`src/rtl/dm_dma_arbiter.sv`:
```
// Shared data-memory port: the CPU always wins, and a byte-copy engine uses the
// cycles the CPU leaves idle, doing one read and then one write per byte.
module dm_dma_arbiter #(
  parameter int ADDR_W = 8,
  parameter int DATA_W = 8
) (
  input  logic              clk,
  input  logic              rst_n,
  input  logic              cpu_req,
  input  logic              cpu_we,
  input  logic [ADDR_W-1:0] cpu_addr,
  input  logic [DATA_W-1:0] cpu_wdata,
  output logic [DATA_W-1:0] cpu_rdata,
  input  logic              dma_start,
  input  logic [ADDR_W-1:0] dma_src,
  input  logic [ADDR_W-1:0] dma_dst,
  input  logic [ADDR_W-1:0] dma_len,
  output logic              dma_busy,
  output logic              dma_done,
  output logic              dm_we,
  output logic [ADDR_W-1:0] dm_addr,
  output logic [DATA_W-1:0] dm_wdata,
  input  logic [DATA_W-1:0] dm_rdata
);

  typedef enum logic [1:0] {IDLE, RD, WR, DONE} state_t;

  typedef struct packed {
    logic              we;
    logic [ADDR_W-1:0] addr;
    logic [DATA_W-1:0] wdata;
  } dm_req_t;

  state_t            state;
  logic [ADDR_W-1:0] src_ptr, dst_ptr, remaining;
  logic [DATA_W-1:0] data_buf;
  dm_req_t           eng_req, dm_req;

  // Engine request is all-zero outside RD/WR so the memory bus is quiet when idle.
  always_comb begin
    eng_req = '0;
    case (state)
      RD: eng_req.addr = src_ptr;
      WR: begin
        eng_req.we    = 1'b1;
        eng_req.addr  = dst_ptr;
        eng_req.wdata = data_buf;
      end
      default: ;
    endcase
    dm_req = eng_req;
    if (cpu_req) begin
      dm_req.we    = cpu_we;
      dm_req.addr  = cpu_addr;
      dm_req.wdata = cpu_wdata;
    end
  end

  assign dm_we     = dm_req.we;
  assign dm_addr   = dm_req.addr;
  assign dm_wdata  = dm_req.wdata;
  assign cpu_rdata = dm_rdata;

  // A CPU access in RD/WR simply freezes the engine for that cycle.
  always_ff @(posedge clk or negedge rst_n) begin
    if (!rst_n) begin
      state     <= IDLE;
      src_ptr   <= '0;
      dst_ptr   <= '0;
      remaining <= '0;
      data_buf  <= '0;
      dma_busy  <= 1'b0;
      dma_done  <= 1'b0;
    end else begin
      dma_done <= 1'b0;
      case (state)
        IDLE: if (dma_start) begin
          src_ptr   <= dma_src;
          dst_ptr   <= dma_dst;
          remaining <= dma_len;
          dma_busy  <= 1'b1;
          if (dma_len != '0) begin
            state <= RD;
          end else begin
            state    <= DONE;
            dma_done <= 1'b1;
          end
        end
        RD: if (!cpu_req) begin
          data_buf <= dm_rdata;
          state    <= WR;
        end
        WR: if (!cpu_req) begin
          src_ptr   <= src_ptr + ADDR_W'(1);
          dst_ptr   <= dst_ptr + ADDR_W'(1);
          remaining <= remaining - ADDR_W'(1);
          if (remaining == ADDR_W'(1)) begin
            state    <= DONE;
            dma_done <= 1'b1;
          end else begin
            state <= RD;
          end
        end
        DONE: begin
          state    <= IDLE;
          dma_busy <= 1'b0;
        end
        default: state <= IDLE;
      endcase
    end
  end

endmodule
```
`config.mk`:
```
export PLATFORM = sky130hd
export DESIGN_NAME = dm_dma_arbiter
export DESIGN_NICKNAME = d
export VERILOG_FILES = /design/src/rtl/dm_dma_arbiter.sv
export SDC_FILE = /design/constraint.sdc
export NUM_CORES = 1
export LEC_CHECK = 0
export BUFFER_PORTS_ARGS = -buffer_cell sky130_fd_sc_hd__buf_2
export CORE_ASPECT_RATIO = 1.2
export CORE_UTILIZATION = 50
export DETAILED_ROUTE_END_ITERATION = 8
export MAX_ROUTING_LAYER = met4
export PLACE_DENSITY = 0.79
export RECOVER_POWER = 100
export REMOVE_ABC_BUFFERS = 1
export SYNTH_ARGS = -nofsm -noshare
export SYNTH_HDL_FRONTEND = slang
export SYNTH_SLANG_ARGS = --single-unit
export TNS_END_PERCENT = 1
```
`constraint.sdc`:
```
create_clock -name clk -period 3.5 [get_ports clk]
set_clock_uncertainty 0.2 [all_clocks]
set_input_delay 0.35 -clock clk [delete_from_list [all_inputs] [get_ports clk]]
set_output_delay 0.35 -clock clk [all_outputs]
set_load 0.02 [all_outputs]
```
==> results.txt, run 1 <==
Reg-to-Reg Start: state[0]
Nets: 392
Antenna cells: 0
Die area: 5063 µm²
Synth async-reset ratio: 100.0%
All-Layer GR Usage: 24.95%
Setup tns final: 0 ns
Rows: 27
Deepest clock path buffer count: 2
GR Overflow Total: 0
Clock Sink Count: 36
Required @ worst endpoint: 2.95 ns
Chip Height: 77.75 µm
Initial antenna violation count: 0
Sw Share: 43.71%
DR WL/cell: 14.72 µm
Clock latency on the worst-skew pair: 0.29 ns
First-pass GRT wire length: 9549 µm
Hold Vio Cnt, Final: 0
Synth Cell Area: 2391 µm²
Post-synth top cells: dfrtp_1 (36), nand2_1 (24), o21ai_0 (21)
HP Class: primary input to flip-flop
Top-area cell type share of the netlist area: 37.68%
Post-synthesis average cell area: 9.023 µm²
Cell with the most instances after synthesis: dfrtp_1
Placed insts: 381
Post-layout util: 60.92%
Crit path DAT: 2.43 ns
Share of layout cells above drive strength 1: 24.10%
Crit-path most repeated cell: inv_1
Initial core utilization: 52.04%
Psw: 1022 µW
Synth warn: 0
Resized Gates After CTS: 0
Worst-margin pin slew: 1.918 ns
Detailed Route Iter0 Violations: 91
Failing checks: capacitance limit, slew limit
Unrepaired setup endpoints after global routing: no
Dpl hpwl: 4098 µm
H-tree Lvls: 2
Internal power: 1316 µW
Post-CTS setup buffers: 0
Synth Flop Type: dfrtp_1
Lkg Pwr: 0.001216 µW
CP delay by family, top: buffers and inverters
Final-report max-slew violation count: 37
Fmax: 0.3356 GHz
Clock power frac: 15.4%
Critical-path top delay cell: nor2_1
Clock period minus worst slack: 2.980 ns
Peak supply drop: 391.8 µV
Min-delay src: dma_src[6]
Clk slew on worst S/H paths: 0.07 ns
CTS tree: yes
CP max stage delay: 0.50 ns
Final setup violation count: 0
Setup crit start: state[0]
1st-pass router iterations: 4
Post-synthesis sequential area ratio: 37.68%
Combinational Power Share: 48.3%
R2R Setup Slk: 0.58 ns
Worst Setup Path Type: flip-flop to output port
Sequential power share: 36.3%
Largest net degree at the start of global routing: 37
CP Max Fanout: 10
Area Overhead vs Synth: 17.06%
Final ANT Viol Nets: 0
CTS buffer count: 5
CP Buf/Inv Count: 3
Tcrit/Tclk final: 85.13%
Post-DR vias/cell: 5.826
Vias in the first global route: 2019
Final WL: 5740 µm
Vias: 2272
Yosys reg bits: 36
Cell variety after synth: 51
Hold Path Depth: 3
EDFF count, synth: 0
Slew headroom: -27.88%
Max capacitance violation total: 1
Setup crit end kind: output port
Hold Path End: src_ptr[6]
Global placement routability congestion: 0.9260
DRC violations left: 0
Die X: 65.13 µm
Ranking of synthesized cells by area: dfrtp_1 (38%), o21ai_0 (4.4%), ha_1 (4.2%)
Core Region: 4594 µm²
Reg2Reg Capture Point: src_ptr[5]
CTS root buf: clkbuf_8
Num ports: 80
Yosys top cell by area: dfrtp_1
Cells after Synth: 265
CP Launch Type: flip-flop
Power per cell area: 835.5 nW/µm²
I/O Buffers: 79
Final Non-Filler Cells: 390
Cell depth of the worst flop-to-flop path: 7
Status: complete, but fails checks
Critical-path cell list: inv_1 > ha_1 > inv_1 > nor2_1 > a22o_1 > clkbuf_1
==> per-stage QoR <==
stage / setup slack, ns / total power [µW] / hold WS (ns) / instance area [µm²]
2_1_floorplan: 0.7298 / 1658 / -0.1456 / 2237
3_3_place_gp: 0.9818 / 1971 / 0.2841 / 2728
6_report: 0.5204 / 2338 / 0.09756 / 2799
4_1_cts: 0.6472 / 2380 / 0.09685 / 2845
3_5_place_dp: 0.9309 / 2007 / 0.2910 / 2728
5_1_grt: 0.2921 / 2543 / 0.09272 / 2799
==> final cells by class <==
class / count / area, µm²
multi-input combinational: 198 / 1303
inverter: 7 / 26.28
tap: 58 / 72.57
fill: 442 / 1795
clock buffer: 6 / 72.57
sequential: 36 / 900.9
timing repair buffer: 83 / 389.1
clock inverter: 2 / 35.03
==> metal layers <==
layer  share of wire (%)  up-vias  global-route usage, %
met3                 6.6        8                  5.000
met4                 1.2        0                  6.739
met2                  50       85                  41.88
met1                  42     1064                  30.28
met5                   0        -                      -
li1                    -     1115                      -
==> timing repair <==
item                                    4_1_cts  5_1_grt
endpoints found under the hold margin        36        0
hold buffers                                  1        0
endpoints found under the setup margin        0        0
==> worst max path at each step <==
stage	endpoint	slack (ns)	depth (start not counted)
after global routing	dm_wdata[4]	0.29	6
after floorplan	remaining[4]	0.73	6
final	dm_wdata[4]	0.52	6
after global placement	remaining[4]	0.98	6
after CTS	dm_wdata[4]	0.65	6
after detailed placement	remaining[4]	0.93	6
==> flip-flops by register name (all words and copies together), names as in the netlist <==
name       count
data_buf       8
dma_busy       1
dma_done       1
dst_ptr        8
remaining      8
src_ptr        8
state          2
==> placed cells by master (no fill, tap or decap), types with 4 or more instances in the layout <==
cell type  Yosys  final
o221a_2        6      6
nand2_1       24     24
a22oi_1       11     11
and3_1         5      5
a22o_1         9      9
nand2b_1       4      4
buf_2          3     54
o22ai_1        6      6
clkbuf_1       8     28
mux2_2         8      8
a21oi_1       11     11
nor4_1         4      4
nor3_1        10     10
clkbuf_8       0      5
dfrtp_1       36     36
o21ai_0       21     27
nor2_1        19     20
ha_1           8      8
inv_1          6      7
==> power groups by stage <==
stage	Sequential, µW	Clock (µW)	Combinational (µW)
floorplan	795	0	862
global placement	839	0	1130
detailed placement	849	0	1160
CTS	844	367	1170
global route	882	390	1270
finish	850	360	1130
==> worst reg2reg max path, cell delays in order (launching register included) <==
cell,delay [ns]
dfrtp_1,0.38
inv_1,0.09
ha_1,0.34
and2_0,0.21
clkbuf_1,0.23
nor2_1,0.98
and4_1,0.32
nor3_1,0.05
==> cell families after synthesis <==
| group | Yosys count | synth area share [%] |
|---|---|---|
| compound gates | 88 | 24.86 |
| fa+ha+maj | 8 | 4.186 |
| buf+inv | 31 | 7.535 |
| flops | 36 | 37.68 |
| mux | 11 | 5.547 |
| simple gates | 91 | 20.20 |
Note: power is estimated with default switching activity, not from simulation.
==> run 2, diff against run 1 <==
Settings changed: CORE_UTILIZATION 50 to 46, PLACE_DENSITY 0.79 to 0.77.
Clock period 3.5 ns to 2.6 ns, I/O delays scaled along.
==> run 2 against run 1 <==
Against the previous run:
- the run now ends clean
- global-route usage is 0.79 points lower
- largest power group unchanged
- clock power grew 37%
- utilization fell by 2.9 points
- worst setup slack got worse by 0.32 ns
- combinational power grew 44%
- non-clock buffer count is 6 higher
- cell count is 2.1% higher
- clock-buffer cell count fell by 1
- total power is 39% higher
- critical path type unchanged
- largest cell class unchanged
- critical endpoint unchanged
==> results.txt, run 2 (same netlist as run 1, synthesis figures left out) <==
Initial core utilization: 48.06%
Final ANT Viol Nets: 0
Num ports: 80
CP Launch Type: flip-flop
1st-pass router iterations: 4
Final-report max-slew violation count: 0
Met1 usage: 31.15%
Rows: 28
Clock period minus worst slack: 2.401 ns
Worst-margin pin slew: 0.9228 ns
GR peak layer: met2
Final setup violation count: 0
Antenna cells: 0
Unrepaired setup endpoints after global routing: no
CTS tree: yes
Setup WS post-layout: 0.1987 ns
All-Layer GR Usage: 24.16%
Peak supply drop: 502.6 µV
Area Overhead vs Synth: 20.67%
Slew headroom: 38.48%
Critical-path top delay cell: dfrtp_1
Die X: 67.82 µm
Lkg Pwr: 0.001276 µW
Hold Vio Cnt, Final: 0
Setup crit start: state[0]
DRC violations left: 0
Commonest non-fill, non-tap cells in the layout: buf_2 (53), dfrtp_1 (36), o21ai_0 (25)
Reg-to-Reg Start: state[0]
Tcrit/Tclk final: 92.36%
Required @ worst endpoint: 2.14 ns
Power per cell area: 1129 nW/µm²
Met2 usage: 37.72%
CP max stage delay: 0.40 ns
Setup crit end kind: output port
DR WL/cell: 15.25 µm
Nets: 398
Vias: 2345
Clock latency on the worst-skew pair: 0.29 ns
Status: finished, final reports clean
CTS root buf: clkbuf_8
Crit path DAT: 1.94 ns
Die area: 5491 µm²
Worst Setup Path Type: flip-flop to output port
Initial antenna violation count: 0
Dpl hpwl: 4450 µm
Setup tns final: 0 ns
Vias in the first global route: 2077
Clock Sink Count: 36
Largest net degree at the start of global routing: 37
Total power: 3257 µW
Final WL: 6069 µm
Hold slack: 0.01253 ns
Pre-CTS setup slack: 0.1887 ns
Max capacitance violation total: 0
Critical-path cell list: inv_1 > ha_4 > buf_6 > inv_2 > nor2_1 > buf_4 > a22o_1 > clkbuf_2
H-tree Lvls: 2
Clk slew on worst S/H paths: 0.07 ns
Fmax: 0.4164 GHz
Most common cell after layout, fill and taps aside: buf_2
Chip Height: 80.98 µm
First-pass GRT wire length: 9611 µm
Filler cells: 475
Met3 usage: 3.511%
Core Region: 4975 µm²
Post-DR vias/cell: 5.892
Min-delay src: dma_src[6]
CP Max Fanout: 15
Share of layout cells above drive strength 1: 29.29%
GR Overflow Total: 0
Post-CTS setup buffers: 0
Detailed Route Iter0 Violations: 185
Deepest clock path buffer count: 2
Global placement routability congestion: 0.9362
CTS buffer count: 5
I/O Buffers: 79
HP Class: primary input to flip-flop
## run 2: cell types whose count changed in the layout (fill, tap and decap cells not counted), sizes merged
cell	before	now
buf	55	60
clkinvlp	0	1
## run 2: area by class of cell
cell class              instances  area [µm²]  share of cell area [%]
clock inverters                 3       42.54                   1.474
well taps                      60       75.07                   2.602
flip-flops and latches         36       900.9                   31.22
inverters                       7       26.28                  0.9107
repair buffers                 89       449.2                   15.57
clock buffers                   5       68.82                   2.385
multi-input cells             198        1323                   45.84
## run 2: what timing repair did
| action | 4_1_cts | 5_1_grt |
|---|---|---|
| hold buffers | 1 | 0 |
| endpoints found under the hold margin | 36 | 0 |
| gates resized for setup | 1 | 2 |
| endpoints found under the setup margin | 8 | 9 |
## run 2: per-layer routing
metal,vias to the layer above,share of wire (%)
met5,-,0
met4,0,1.8
met2,103,47
li1,1126,-
met3,9,6.3
met1,1107,45
## run 2: power by group
part           total, µW  switching [µW]  internal [µW]
logic               1630             916            709
clock network        494             210            284
registers           1140             296            841
total               3260            1420           1830
## run 2: critical path: cells and delay by family, from the launching register on
family / cells / cell delay (ns)
buf+inv: 5 / 0.75
flops: 1 / 0.40
fa+ha+maj: 1 / 0.23
compound gates: 1 / 0.13
simple gates: 1 / 0.12
## run 2: path summary, 6_finish.rpt
check | to | slack, ns | cells past startpoint
setup reg to reg | dst_ptr[1] | 0.20 | 6
hold / removal | src_ptr[6] | 0.01 | 3
setup / recovery | dm_wdata[4] | 0.20 | 8
min in group asynchronous | dma_done | 0.44 | 2
hold reg to reg | data_buf[0] | 0.31 | 1
max in group asynchronous | src_ptr[1] | 1.20 | 2
## run 2: metrics by stage
stage	util (%)	std cells	instance area, µm²
3_3_place_gp	55.78	389	2775
3_5_place_dp	55.78	389	2775
5_1_grt	58.00	398	2885
2_1_floorplan	-	241	2237
4_1_cts	58.27	398	2899
6_report	58.00	398	2885
